**config.mk**
```make
export PLATFORM = sky130hd
export DESIGN_NAME = ysyx_24110006_wbu
export DESIGN_NICKNAME = d
export VERILOG_FILES = /design/src/rtl/ysyx_24110006_pkg.sv /design/src/rtl/ysyx_24110006_csr_file.sv /design/src/rtl/ysyx_24110006_wbu.sv
export SDC_FILE = /design/constraint.sdc
export NUM_CORES = 1
export LEC_CHECK = 0
export CAP_MARGIN = 10
export CORE_AREA = 2 2 212 214
export CTS_CLUSTER_DIAMETER = 150
export DETAILED_ROUTE_END_ITERATION = 10
export DIE_AREA = 0 0 214 216
export SETUP_SLACK_MARGIN = 0.2
export SYNTH_ARGS = -nofsm -noshare
export SYNTH_HDL_FRONTEND = slang
export SYNTH_SLANG_ARGS = --single-unit
```
**constraint.sdc**
```tcl
create_clock -name i_clock -period 5.05 [get_ports i_clock]
set_input_delay 0.7575 -clock i_clock [delete_from_list [all_inputs] [get_ports i_clock]]
set_output_delay 0.7575 -clock i_clock [all_outputs]
set_load 0.01 [all_outputs]
```
**src/rtl/ysyx_24110006_pkg.sv**
```systemverilog
// Shared writeback definitions: CSR addresses, csr_t encodings, mstatus bits, FSM states.
package ysyx_24110006_pkg;

  localparam logic [11:0] CSR_MSTATUS   = 12'h300;
  localparam logic [11:0] CSR_MTVEC     = 12'h305;
  localparam logic [11:0] CSR_MEPC      = 12'h341;
  localparam logic [11:0] CSR_MCAUSE    = 12'h342;
  localparam logic [11:0] CSR_MINSTRET  = 12'hB02;
  localparam logic [11:0] CSR_MINSTRETH = 12'hB82;

  localparam int MSTATUS_MIE  = 3;
  localparam int MSTATUS_MPIE = 7;
  localparam logic [31:0] MSTATUS_RST = 32'h0000_1800;

  typedef enum logic [1:0] {
    CSR_NONE = 2'b00,
    CSR_RW   = 2'b01,
    CSR_RS   = 2'b10,
    CSR_MRET = 2'b11
  } csr_t;

  typedef enum logic {
    ST_IDLE = 1'b0,
    ST_TRAP = 1'b1
  } wbu_state_t;

  typedef struct packed {
    logic        vld;
    logic [11:0] addr;
    logic [31:0] dat;
  } csr_wr_t;

endpackage

```
**src/rtl/ysyx_24110006_csr_file.sv**
```systemverilog
// Machine CSR storage: combinational read, write/trap/mret/retire updates at the clock edge.
// Latency: reads 0 cycles, updates visible next cycle; no backpressure.
module ysyx_24110006_csr_file
  import ysyx_24110006_pkg::*;
#(
  parameter logic [31:0] MTVEC_RST = 32'h0000_0000
) (
  input  logic        i_clock,
  input  logic        i_reset,
  input  logic [11:0] rd_addr,
  output logic [31:0] rd_dat,
  input  csr_wr_t     wr,
  input  logic        retire_vld,
  input  logic        trap_vld,
  input  logic [31:0] trap_pc,
  input  logic [3:0]  trap_cause,
  input  logic        mret_vld,
  output logic [31:0] mtvec,
  output logic [31:0] mepc
);

  logic [31:0] mstatus_q;
  logic [31:0] mtvec_q;
  logic [31:0] mepc_q;
  logic [31:0] mcause_q;
  logic [63:0] minstret_q;
  logic        minstret_wr;

  assign mtvec = mtvec_q;
  assign mepc  = mepc_q;

  always_comb begin
    rd_dat = 32'h0;
    case (rd_addr)
      CSR_MSTATUS:   rd_dat = mstatus_q;
      CSR_MTVEC:     rd_dat = mtvec_q;
      CSR_MEPC:      rd_dat = mepc_q;
      CSR_MCAUSE:    rd_dat = mcause_q;
      CSR_MINSTRET:  rd_dat = minstret_q[31:0];
      CSR_MINSTRETH: rd_dat = minstret_q[63:32];
      default:       rd_dat = 32'h0;
    endcase
  end

  // An explicit write to either minstret half wins over this cycle's increment.
  assign minstret_wr = wr.vld && ((wr.addr == CSR_MINSTRET) || (wr.addr == CSR_MINSTRETH));

  always_ff @(posedge i_clock) begin
    if (i_reset) begin
      mstatus_q  <= MSTATUS_RST;
      mtvec_q    <= MTVEC_RST;
      mepc_q     <= 32'h0;
      mcause_q   <= 32'h0;
      minstret_q <= 64'h0;
    end else begin
      if (wr.vld) begin
        case (wr.addr)
          CSR_MSTATUS:   mstatus_q <= wr.dat;
          CSR_MTVEC:     mtvec_q <= wr.dat;
          CSR_MEPC:      mepc_q <= wr.dat;
          CSR_MCAUSE:    mcause_q <= wr.dat;
          CSR_MINSTRET:  minstret_q[31:0] <= wr.dat;
          CSR_MINSTRETH: minstret_q[63:32] <= wr.dat;
          default: ;
        endcase
      end
      if (retire_vld && !minstret_wr) begin
        minstret_q <= minstret_q + 64'd1;
      end
      if (trap_vld) begin
        mepc_q                  <= trap_pc;
        mcause_q                <= {28'b0, trap_cause};
        mstatus_q[MSTATUS_MPIE] <= mstatus_q[MSTATUS_MIE];
        mstatus_q[MSTATUS_MIE]  <= 1'b0;
      end
      if (mret_vld) begin
        mstatus_q[MSTATUS_MIE]  <= mstatus_q[MSTATUS_MPIE];
        mstatus_q[MSTATUS_MPIE] <= 1'b1;
      end
    end
  end

endmodule

```
**src/rtl/ysyx_24110006_wbu.sv**
```systemverilog
// Writeback: same-cycle rf/CSR commit; traps and mret flush one cycle later (o_ready low that cycle).
// Optional WBU_DIFFTEST_EN adds o_commit/o_commit_pc retire tracing.
module ysyx_24110006_wbu
  import ysyx_24110006_pkg::*;
#(
  parameter logic [31:0] MTVEC_RST = 32'h0000_0000
) (
  input  logic        i_clock,
  input  logic        i_reset,
  input  logic        i_valid,
  output logic        o_ready,
  input  logic [31:0] i_pc,
  input  logic [31:0] i_result,
  input  logic [4:0]  i_reg_rd,
  input  logic        i_reg_wen,
  input  logic [1:0]  i_csr_t,
  input  logic [11:0] i_csr,
  input  logic        i_exception,
  input  logic [3:0]  i_mcause,
  output logic        o_rf_wen,
  output logic [4:0]  o_rf_waddr,
  output logic [31:0] o_rf_wdata,
  output logic        o_flush,
  output logic [31:0] o_redirect_pc
`ifdef WBU_DIFFTEST_EN
  ,
  output logic        o_commit,
  output logic [31:0] o_commit_pc
`endif
);

  wbu_state_t  state_q, state_d;
  csr_t        csr_op;
  logic        accept;
  logic        trap_exc_q;
  logic [31:0] trap_pc_q;
  logic [3:0]  trap_cause_q;
  logic [31:0] csr_rd_dat;
  csr_wr_t     csr_wr;
  logic        retire_vld;
  logic        trap_vld;
  logic        mret_vld;
  logic [31:0] mtvec;
  logic [31:0] mepc;

  assign csr_op  = csr_t'(i_csr_t);
  assign o_ready = (state_q == ST_IDLE) && !i_reset;
  assign accept  = i_valid && o_ready;

  always_comb begin
    state_d       = state_q;
    o_flush       = 1'b0;
    o_redirect_pc = 32'h0;
    o_rf_wen      = 1'b0;
    o_rf_waddr    = 5'h0;
    o_rf_wdata    = 32'h0;
    csr_wr        = '0;
    retire_vld    = 1'b0;
    trap_vld      = 1'b0;
    mret_vld      = 1'b0;
    case (state_q)
      ST_IDLE: begin
        if (accept) begin
          if (i_exception || (csr_op == CSR_MRET)) begin
            state_d = ST_TRAP;
          end else begin
            o_rf_wen    = i_reg_wen && (i_reg_rd != 5'd0);
            o_rf_waddr  = i_reg_rd;
            o_rf_wdata  = (csr_op == CSR_NONE) ? i_result : csr_rd_dat;
            csr_wr.vld  = (csr_op != CSR_NONE);
            csr_wr.addr = i_csr;
            csr_wr.dat  = (csr_op == CSR_RW) ? i_result : (csr_rd_dat | i_result);
            retire_vld  = 1'b1;
          end
        end
      end
      ST_TRAP: begin
        state_d = ST_IDLE;
        // Reset landing on the trap cycle drops it entirely: no flush, no CSR side effects.
        if (!i_reset) begin
          o_flush       = 1'b1;
          o_redirect_pc = trap_exc_q ? {mtvec[31:2], 2'b00} : mepc;
          trap_vld      = trap_exc_q;
          mret_vld      = !trap_exc_q;
          retire_vld    = !trap_exc_q;
        end
      end
      default: state_d = ST_IDLE;
    endcase
  end

  always_ff @(posedge i_clock) begin
    if (i_reset) begin
      state_q      <= ST_IDLE;
      trap_exc_q   <= 1'b0;
      trap_pc_q    <= 32'h0;
      trap_cause_q <= 4'h0;
    end else begin
      state_q <= state_d;
      if (accept && (state_d == ST_TRAP)) begin
        trap_exc_q   <= i_exception;
        trap_pc_q    <= i_pc;
        trap_cause_q <= i_mcause;
      end
    end
  end

  ysyx_24110006_csr_file #(
    .MTVEC_RST(MTVEC_RST)
  ) u_csr (
    .i_clock   (i_clock),
    .i_reset   (i_reset),
    .rd_addr   (i_csr),
    .rd_dat    (csr_rd_dat),
    .wr        (csr_wr),
    .retire_vld(retire_vld),
    .trap_vld  (trap_vld),
    .trap_pc   (trap_pc_q),
    .trap_cause(trap_cause_q),
    .mret_vld  (mret_vld),
    .mtvec     (mtvec),
    .mepc      (mepc)
  );

`ifdef WBU_DIFFTEST_EN
  assign o_commit    = retire_vld || trap_vld;
  assign o_commit_pc = (state_q == ST_TRAP) ? trap_pc_q : i_pc;
`endif

endmodule
```
==> results of run 1 <==
==> path summary, 6_finish.rpt <==
path         slack (ns)                  startpoint  cells past startpoint                           endpoint
max                0.42                    i_csr[3]                      7                      o_rf_wdata[8]
max reg2reg        1.74          state_q$_SDFF_PP0_                      7  u_csr.minstret_q[60]$_SDFFE_PP0P_
min                0.44  trap_pc_q[14]$_SDFFE_PP0P_                      2        u_csr.mepc[14]$_SDFFE_PP0P_
min reg2reg        0.44  trap_pc_q[14]$_SDFFE_PP0P_                      2        u_csr.mepc[14]$_SDFFE_PP0P_
==> worst max-delay path: cells and delay by family <==
family	cells	cell delay, ns
AND/OR/NAND/NOR	2	0.70
buffers and inverters	3	1.47
AO/OA/AOI/OAI	2	0.93
==> routing by layer <==
metal / track usage / share of wire
met2: 0.3488 / 0.44
met4: 0.08438 / 0.040
met3: 0.04299 / 0.088
met5: 0 / 0.00041
met1: 0.2965 / 0.43
==> sequential cells by signal, summed over array words and instances (netlist names) <==
signal / count
state_q: 1
trap_cause_q: 4
trap_exc_q: 1
trap_pc_q: 32
u_csr.mcause_q: 32
u_csr.mepc: 32
u_csr.minstret_q: 64
u_csr.mstatus_q: 32
u_csr.mtvec: 32
==> power groups by stage <==
stage,registers (mW),logic [mW],clock network [mW]
after floorplan,1.88,0.208,0
after global placement,1.89,0.397,0
after detailed placement,1.89,0.399,0
after CTS,1.85,0.401,2.13
after global routing,1.85,0.431,2.21
final,1.85,0.407,2.10
==> metrics by stage <==
| step | instances | utilization | worst slack, ns |
|---|---|---|---|
| after detailed placement | 2414 | 0.3459 | 0.5483 |
| after global routing | 2462 | 0.3676 | 0.3224 |
| after floorplan | 1748 | - | 1.836 |
| final | 2462 | 0.3676 | 0.4238 |
| after CTS | 2462 | 0.3676 | 0.5344 |
| after global placement | 2414 | 0.3459 | 0.5805 |
==> synthesized netlist by cell type (4+ instances only) <==
| cell type | number |
|---|---|
| nor3b_1 | 11 |
| xnor2_1 | 5 |
| a222oi_1 | 6 |
| a22o_1 | 25 |
| a21oi_1 | 150 |
| nor3_1 | 43 |
| xor2_1 | 4 |
| buf_2 | 25 |
| a21o_1 | 13 |
| a211oi_1 | 40 |
| nor2_1 | 180 |
| nand2b_1 | 9 |
| a221oi_1 | 20 |
| dfxtp_1 | 230 |
| and2_1 | 26 |
| nor4_1 | 22 |
| nand3_1 | 83 |
| inv_1 | 14 |
| nand2_1 | 291 |
| and4_1 | 8 |
| o22ai_1 | 11 |
| or3_1 | 9 |
| nor2b_1 | 7 |
| clkbuf_1 | 95 |
| buf_1 | 12 |
| o21a_1 | 6 |
| mux2i_1 | 46 |
| a32oi_1 | 5 |
| and3_1 | 28 |
| a211o_1 | 14 |
| nand4_1 | 21 |
| mux2_2 | 16 |
| a22oi_1 | 41 |
| o21ai_0 | 132 |
| a2111oi_0 | 5 |
| o211ai_1 | 8 |
| o21bai_1 | 10 |
| a31oi_1 | 5 |
==> area by class of cell <==
cell class / count / area (um2) / area share
sequential: 230 / 4606 / 0.2858
clock buffer: 40 / 784.5 / 0.04868
tap: 592 / 740.7 / 0.04596
multi-input combinational: 1365 / 7767 / 0.4820
timing repair buffer: 212 / 1992 / 0.1236
clock inverter: 8 / 168.9 / 0.01048
inverter: 15 / 56.30 / 0.003494
==> cell families (layout without fill, tap and decap cells) <==
family,after synthesis,in the layout,synth area share
compound gates,523,523,0.2588
xor+xnor,9,9,0.006068
fa+ha+maj,1,1,0.0009631
buf+inv,153,275,0.04922
flops,230,230,0.3545
mux,62,62,0.04932
simple gates,770,770,0.2811
==> out/qor.csv, run 1 <==
metric,value,unit
cts_made_buffers,27,
die_w,214,um
ant_nets,0,
power,4.359,mW
cts_tree,yes,
cts_hold_buf,0,
synth_area_leaders,"dfxtp_1, nand2_1, a21oi_1",
routed_wl,53180,um
h-tree-depth,1,
pin_count,164,
nFillCells,4538,
cts_root_buffer,clkbuf_16,
slew_viol_final,0,
yosys_warnings,0,
grt-ovfl-total,0,
grt_pass1_vias,12975,
setup_viol,0,
crit_chain,clkdlybuf4s50_1 > and4bb_2 > and3_1 > buf_4 > a211oi_1 > a211oi_1 > clkdlybuf4s50_1,
vias,13864,
clock.fmax,216.2,MHz
ctsResizeCount,0,
max-vdd-ir-drop,240.8,uV
synth_seq_cells,230,
place_hpwl,39720,um
slowest_delay,0.75,ns
critical_path_class,primary input to output pin,
syn_to_final_growth,24.07,%
netlist.area_leader.share,0.3545,
slew-limit-headroom,0.3945,
clk_pin_slew_worst_paths,0.06,ns
power.density,270.5,mW/mm2
grt_pass1_wl,80320,um
initial_core_util,0.2963,
design_area,0.01612,mm2
required,4.29,ns
netlist-cell-type-count,82,
end_kind,output pin,
cts_setup_buffers,0,
syn-num-nets,1841,
switching_share,0.2423,
hold_viol,0,
io_buffers,163,
clkLatencyLatePin,0.55,ns
drt-initial-drc-count,1521,
placed_area,0.01516,mm2
period_needed,4.626,ns
die-area,0.04622,mm2
synth.avg_cell_area,7.431,um2
status,"finished, final reports clean",
coreArea,0.04384,mm2
fin_nets,1944,
arrival,3.87,ns
route.detailed.drc,0,
p_comb_frac,0.093,
fin_worst_hold_slack,0.4430,ns
async_flop_share,0,
synthesis.area,0.01299,mm2
fp.dieH,216,um
yosysTopAreaCell,dfxtp_1,
p_seq_frac,0.425,
ctsLongestPathBuffers,3,
drive_above_1_share,0.07487,
final_common_cell,nand2_1,
worstMarginPinSlew,0.9083,ns
ys_seq_area_frac,0.3545,
path_max_fanout,15,
antenna_found_initial,4,
switching_power,1.056,mW
dr.pass1.iters,6,
synth_edf_count,0,
row_count,77,
p_int,3.303,mW
power.leakage,5.249,nW
start_kind,primary input,
grt_use_total,0.2207,
synthCells,1748,
place.gp.congestion,0.9834,
grt_max_degree,72,
fin_setup_tns,0,ns
cap_violations,0,
avgRoutedWirePerCell,21.60,um
pwr-share-clk,0.482,
antenna_cells,0,
fin_crit_sh,0.9161,
skew,0.01492,ns
hp-class,flip-flop to flip-flop,
synth_flop_cell,dfxtp_1,
vias_per_cell,5.631,
rsz0062_at_grt,false,
final_cell_mix,"nand2_1, dfxtp_1, nor2_1, clkdlybuf4s50_1, a21oi_1",
cp_slowest_cell,clkdlybuf4s50_1,
clock-sinks,230,
No activity file was read; power rests on OpenSTA's default activity.
==> run 2, diff against run 1 <==
CAP_MARGIN = default   (was 10)
CORE_AREA = 2 2 231 233   (was 2 2 212 214)
DIE_AREA = 0 0 233 235   (was 0 0 214 216)
==> run 2 against run 1 <==
Effect of this change:
- sequential share of layout area decreased by 0.14 points
- utilization decreased by 5.8 points
- global-route usage decreased by 2.8 points
- final cell count increased by 3.7%
- critical path type unchanged
- largest cell class unchanged
==> out/qor.csv, run 2 (synthesis results as in run 1) <==
metric,value,unit,change
clk_pin_slew_worst_paths,0.06,ns,about the same
avgRoutedWirePerCell,21.47,um,-0.58%
row_count,84,,+9.1%
power.density,264.5,mW/mm2,-2.2%
pin_count,164,,unchanged
fp.dieH,235,um,+8.8%
h-tree-depth,1,,unchanged
grt_use_total,0.1927,,-0.02804
hp-class,flip-flop to flip-flop,,
cts_tree,yes,,
cts_root_buffer,clkbuf_16,,
m1WireLength,23730,um,+4.1%
routed_wl,54820,um,+3.1%
dr.pass1.iters,10,,+4
fin_crit_sh,0.9292,,+0.01315
die-area,0.05476,mm2,+18%
grt_max_degree,149,,+110%
fin_setup_tns,0,ns,unchanged
design_area,0.01620,mm2,+0.50%
initial_core_util,0.2487,,-0.04765
setup_viol,0,,unchanged
drive_above_1_share,0.07668,,+0.001809
period_needed,4.693,ns,+0.06642 ns
clock.fmax,213.1,MHz,-1.4%
status,"finished, final reports clean",,
grt_pass1_wl,82320,um,+2.5%
io_buffers,163,,unchanged
setup_slack,0.3574,ns,-0.06642 ns
die_w,233,um,+8.9%
coreArea,0.05224,mm2,+19%
pre_cts_slack,0.3110,ns,-0.2373 ns
placed_area,0.01528,mm2,+0.79%
start_kind,primary input,,
required,4.29,ns,about the same
final_common_cell,nand2_1,,
antenna_found_initial,0,,-4
drt-initial-drc-count,1438,,-5.5%
cts_setup_buffers,0,,unchanged
slew_viol_final,0,,unchanged
path_max_fanout,21,,+6
fin_worst_hold_slack,0.4536,ns,+0.01055 ns
power,4.284,mW,-1.7%
antenna_cells,0,,unchanged
dp.cells,2505,,+3.8%
route.detailed.drc,0,,unchanged
power.leakage,5.211,nW,-0.73%
place_hpwl,41110,um,+3.5%
ctsLongestPathBuffers,3,,unchanged
final_cell_mix,"nand2_1, dfxtp_1, nor2_1, clkdlybuf4s50_1, a21oi_1",,
ant_nets,0,,unchanged
syn_to_final_growth,24.70,%,
slew-limit-headroom,0.2168,,-0.1777
place.gp.congestion,0.9621,,-2.2%
dr_wl_met2,24700,um,+4.8%
skew,0.01424,ns,-0.0006849 ns
rsz0062_at_grt,false,,
worstHoldPathCells,2,,unchanged
worstMarginPinSlew,1.163,ns,+0.2543 ns
max-vdd-ir-drop,212.8,uV,-12%
grt_pass1_vias,13155,,+1.4%
critical_path_class,primary input to output pin,,
met3WireLength,4317,um,-7.9%
vias,13811,,-0.38%
clkLatencyLatePin,0.55,ns,about the same
end_kind,output pin,,
cap_violations,0,,unchanged
final_util,0.3101,,-0.05756
stdcell_count,2553,,+3.7%
hold_viol,0,,unchanged
largest_register,u_csr.minstret_q,,
cts_made_buffers,26,,-3.7%
arrival,3.94,ns,+0.07 ns
dr.max_layer_used,met4,,
grt-ovfl-total,0,,unchanged
clock-sinks,230,,unchanged
vias_per_cell,5.410,,-3.9%
largest_reg_flops,64,,unchanged
r2r_cells,7,,unchanged
fin_nets,1938,,-0.31%
-- run 2: cell count changes in the layout (fill, tap and decap cells not counted), sizes merged --
cell / before / now
buf: 51 / 46
bufinv: 5 / 4
clkbuf: 40 / 28
clkinv: 3 / 8
clkinvlp: 0 / 5
inv: 15 / 18
-- run 2: path summary, 6_finish.rpt --
kind / slack, ns / endpoint / from
max: 0.36 / o_rf_wdata[17] / i_csr[3]
min: 0.45 / u_csr.mstatus_q[15]$_SDFFE_PP0P_ / u_csr.mstatus_q[15]$_SDFFE_PP0P_
max reg2reg: 1.62 / u_csr.minstret_q[33]$_SDFFE_PP0P_ / state_q$_SDFF_PP0_
min reg2reg: 0.45 / u_csr.mstatus_q[15]$_SDFFE_PP0P_ / u_csr.mstatus_q[15]$_SDFFE_PP0P_
-- run 2: metal layers --
layer	vias to the layer above	global-route usage
met5	-	0
met1	6610	0.2583
met4	0	0.07547
met2	565	0.3026
met3	90	0.03762
li1	6546	-
-- run 2: final cells by class --
cell class	instances	area, um2
Fill cell	5537	36040
Multi-Input combinational cell	1365	7772
Sequential cell	230	4606
Timing Repair Buffer	207	1992
Tap cell	688	860.8
Clock buffer	28	679.4
Clock inverter	20	230.2
Inverter	15	56.30
-- run 2: report_power, final --
part           total (mW)  switching, mW  internal, mW  leakage (nW)
combinational       0.408          0.259         0.150          2.92
sequential           1.85         0.0175          1.83          1.86
clock                2.03          0.835          1.19         0.438
total                4.28           1.11          3.17          5.21
-- run 2: critical path, cell delays in order --
cell and delay [ns]:
clkdlybuf4s50_1 0.62, nor4b_4 0.63, buf_12 0.24, and3_1 0.45
a221oi_1 0.28, o21ai_0 0.26, and2_1 0.14, clkdlybuf4s50_1 0.54
-- run 2: what timing repair did --
item	4_1_cts	5_1_grt
resized for setup	0	1
hold buffers	0	0
endpoints found under the setup margin	0	1
==> run 3, diff against run 2 <==
GPL_ROUTABILITY_DRIVEN = 1   (was default)
MAX_ROUTING_LAYER = met4   (was default)
PLACE_DENSITY = 0.49   (was default)
==> run 3 against run 2 <==
Effect of this change:
- via count grew 0.11%
- first-iteration DRC count shrank 13%
- hold slack lost 0.034 ns
- sequential cell count is the same
- fmax grew 1.8%
- sequential power is essentially flat
- setup slack gained 0.081 ns
- wire length grew 4.8%
- sequential share of layout area shrank 0.28 points
- die area is the same
- clock power grew 12%
- cell area grew 1.0%
- largest cell class unchanged
- largest power group unchanged
==> out/qor.csv, run 3 (synthesis results as in run 1) <==
metric,value,unit,change
status,"finished, final reports clean",,
place.gp.congestion,0.9247,,-3.9%
pwr-share-clk,0.500,,+0.027
grt-busiest-layer,met2,,
vias_per_cell,5.392,,-0.32%
setup_slack,0.4386,ns,+0.08119 ns
routed_wl,57480,um,+4.8%
ctsResizeCount,0,,unchanged
grt_use_total,0.2091,,+0.01647
worstHoldPathCells,2,,unchanged
cts_root_buffer,clkbuf_16,,
cts_tree,yes,,
rsz0062_at_grt,false,,
drt-initial-drc-count,1253,,-13%
cts_made_buffers,28,,+7.7%
ctsLongestPathBuffers,3,,unchanged
hp-start,i_reset,,
ant_nets,0,,unchanged
switching_share,0.2498,,-0.009510
fin_setup_tns,0,ns,unchanged
fin_crit_sh,0.9131,,-0.01608
clock-sinks,230,,unchanged
final_util,0.3132,,+0.003138
avgRoutedWirePerCell,22.42,um,+4.4%
grt_pass1_vias,12950,,-1.6%
hold_viol,0,,unchanged
critical_path_class,primary input to output pin,,
end_kind,output pin,,
coreArea,0.05224,mm2,unchanged
final_cell_mix,"nand2_1, dfxtp_1, nor2_1, clkdlybuf4s50_1, a21oi_1",,
required,4.29,ns,about the same
power,4.536,mW,+5.9%
p_seq_frac,0.408,,-0.024
die-area,0.05476,mm2,unchanged
period_needed,4.611,ns,-0.08119 ns
r2r_end,u_csr.minstret_q[60]$_SDFFE_PP0P_,,
path_max_fanout,10,,-52%
power.density,277.2,mW/mm2,+4.8%
fin_worst_hold_slack,0.4196,ns,-0.03396 ns
cap_violations,0,,unchanged
switching_power,1.133,mW,+2.0%
grt_use_met2,0.3148,,+0.01218
grt-ovfl-total,0,,unchanged
final_common_cell,nand2_1,,
syn_to_final_growth,25.96,%,
route.detailed.drc,0,,unchanged
fin_nets,1946,,+0.41%
slew-limit-headroom,0.3710,,+0.1543
arrival,3.85,ns,-0.09 ns
ff2ff_setup_slack,1.89,ns,+0.27 ns
grtUsageMet1,0.2832,,+0.02492
grt_pass1_wl,85180,um,+3.5%
cts_hold_buf,0,,unchanged
clock.fmax,216.9,MHz,+1.8%
h-tree-depth,1,,unchanged
gr-usage-met3,0.03471,,-0.002913
dr.pass1.iters,7,,-3
hp-class,primary input to flip-flop,,
place_hpwl,42890,um,+4.3%
pin_count,164,,unchanged
max-vdd-ir-drop,252.8,uV,+19%
r2r_cells,7,,unchanged
timing.rr.start,state_q$_SDFF_PP0_,,
vias,13826,,+0.11%
largest_reg_flops,64,,unchanged
drive_above_1_share,0.08000,,+0.003324
row_count,84,,unchanged
clkLatencyLatePin,0.57,ns,+0.02 ns
holdPathEnd,trap_exc_q$_SDFFE_PP0P_,,
p_comb_frac,0.092,,-0.003
start_kind,primary input,,
setup_viol,0,,unchanged
largest_register,u_csr.minstret_q,,
grt_max_degree,65,,-56%
slew_viol_final,0,,unchanged
antenna_found_initial,0,,unchanged
pre_cts_slack,0.4490,ns,+0.1381 ns
power.leakage,5.305,nW,+1.8%
worstMarginPinSlew,0.9424,ns,-0.2201 ns
die_w,233,um,unchanged
clk_pin_slew_worst_paths,0.07,ns,about the same
p_int,3.403,mW,+7.2%
cts_setup_buffers,0,,unchanged
io_buffers,163,,unchanged
skew,0.01435,ns,+0.0001087 ns
fp.dieH,235,um,unchanged
initial_core_util,0.2487,,unchanged
==> run 3: cell types whose count changed in the layout (fill, tap and decap cells not counted), moves of 2 or more <==
| cell | previous run | this run |
|---|---|---|
| clkbuf_16 | 27 | 29 |
| clkinvlp_4 | 5 | 3 |
| buf_4 | 42 | 49 |
| clkbuf_1 | 1 | 3 |
| clkbuf_8 | 0 | 8 |
| clkinv_2 | 7 | 3 |
==> run 3: per-layer routing <==
layer	part of all wire	vias to the layer above	wire length, um
met4	0.033	0	1875
met2	0.44	574	25540
li1	-	6551	-
met1	0.45	6609	25780
met5	0	-	0
met3	0.075	92	4285
==> run 3: worst max path at each step <==
stage | from | to | slack, ns | cells past startpoint
finish | i_csr[2] | o_rf_wdata[11] | 0.44 | 8
global route | i_csr[1] | o_rf_wdata[13] | 0.29 | 8
CTS | i_csr[1] | o_rf_wdata[13] | 0.42 | 8
detailed placement | i_csr[1] | o_rf_wdata[13] | 0.45 | 8
global placement | i_csr[3] | o_rf_wdata[11] | 0.48 | 8
floorplan | i_reset | o_rf_wdata[21] | 1.84 | 7
==> run 3: layout make-up <==
class / count / area, um2
Timing Repair Buffer: 213 / 2024
Inverter: 15 / 56.30
Multi-Input combinational cell: 1365 / 7767
Tap cell: 688 / 860.8
Clock buffer: 40 / 847.1
Fill cell: 5543 / 35870
Antenna cell: 1 / 2.502
Clock inverter: 12 / 196.4
Sequential cell: 230 / 4606
==> run 3: worst max-delay path, cell delays in order <==
cell and delay (ns):
clkdlybuf4s50_1 0.65, or4b_1 0.73, nor3_4 0.42, a22oi_1 0.15, o211ai_1 0.28, nor2_1 0.07, nor3_1 0.18, clkdlybuf4s50_1 0.59
==> run 3: through the flow <==
step	instances	instance area, um2
after floorplan	1748	12990
after global placement	2511	15310
after detailed placement	2511	15310
after CTS	2563	16360
after global routing	2563	16360
final	2564	16360
==> run 3: power by group through the flow <==
stage	Sequential, mW	Combinational (mW)	Clock (mW)
2_1_floorplan	1.88	0.208	0
3_5_place_dp	1.89	0.411	0
6_report	1.85	0.415	2.27
4_1_cts	1.85	0.412	2.30
3_3_place_gp	1.89	0.409	0
5_1_grt	1.85	0.442	2.37
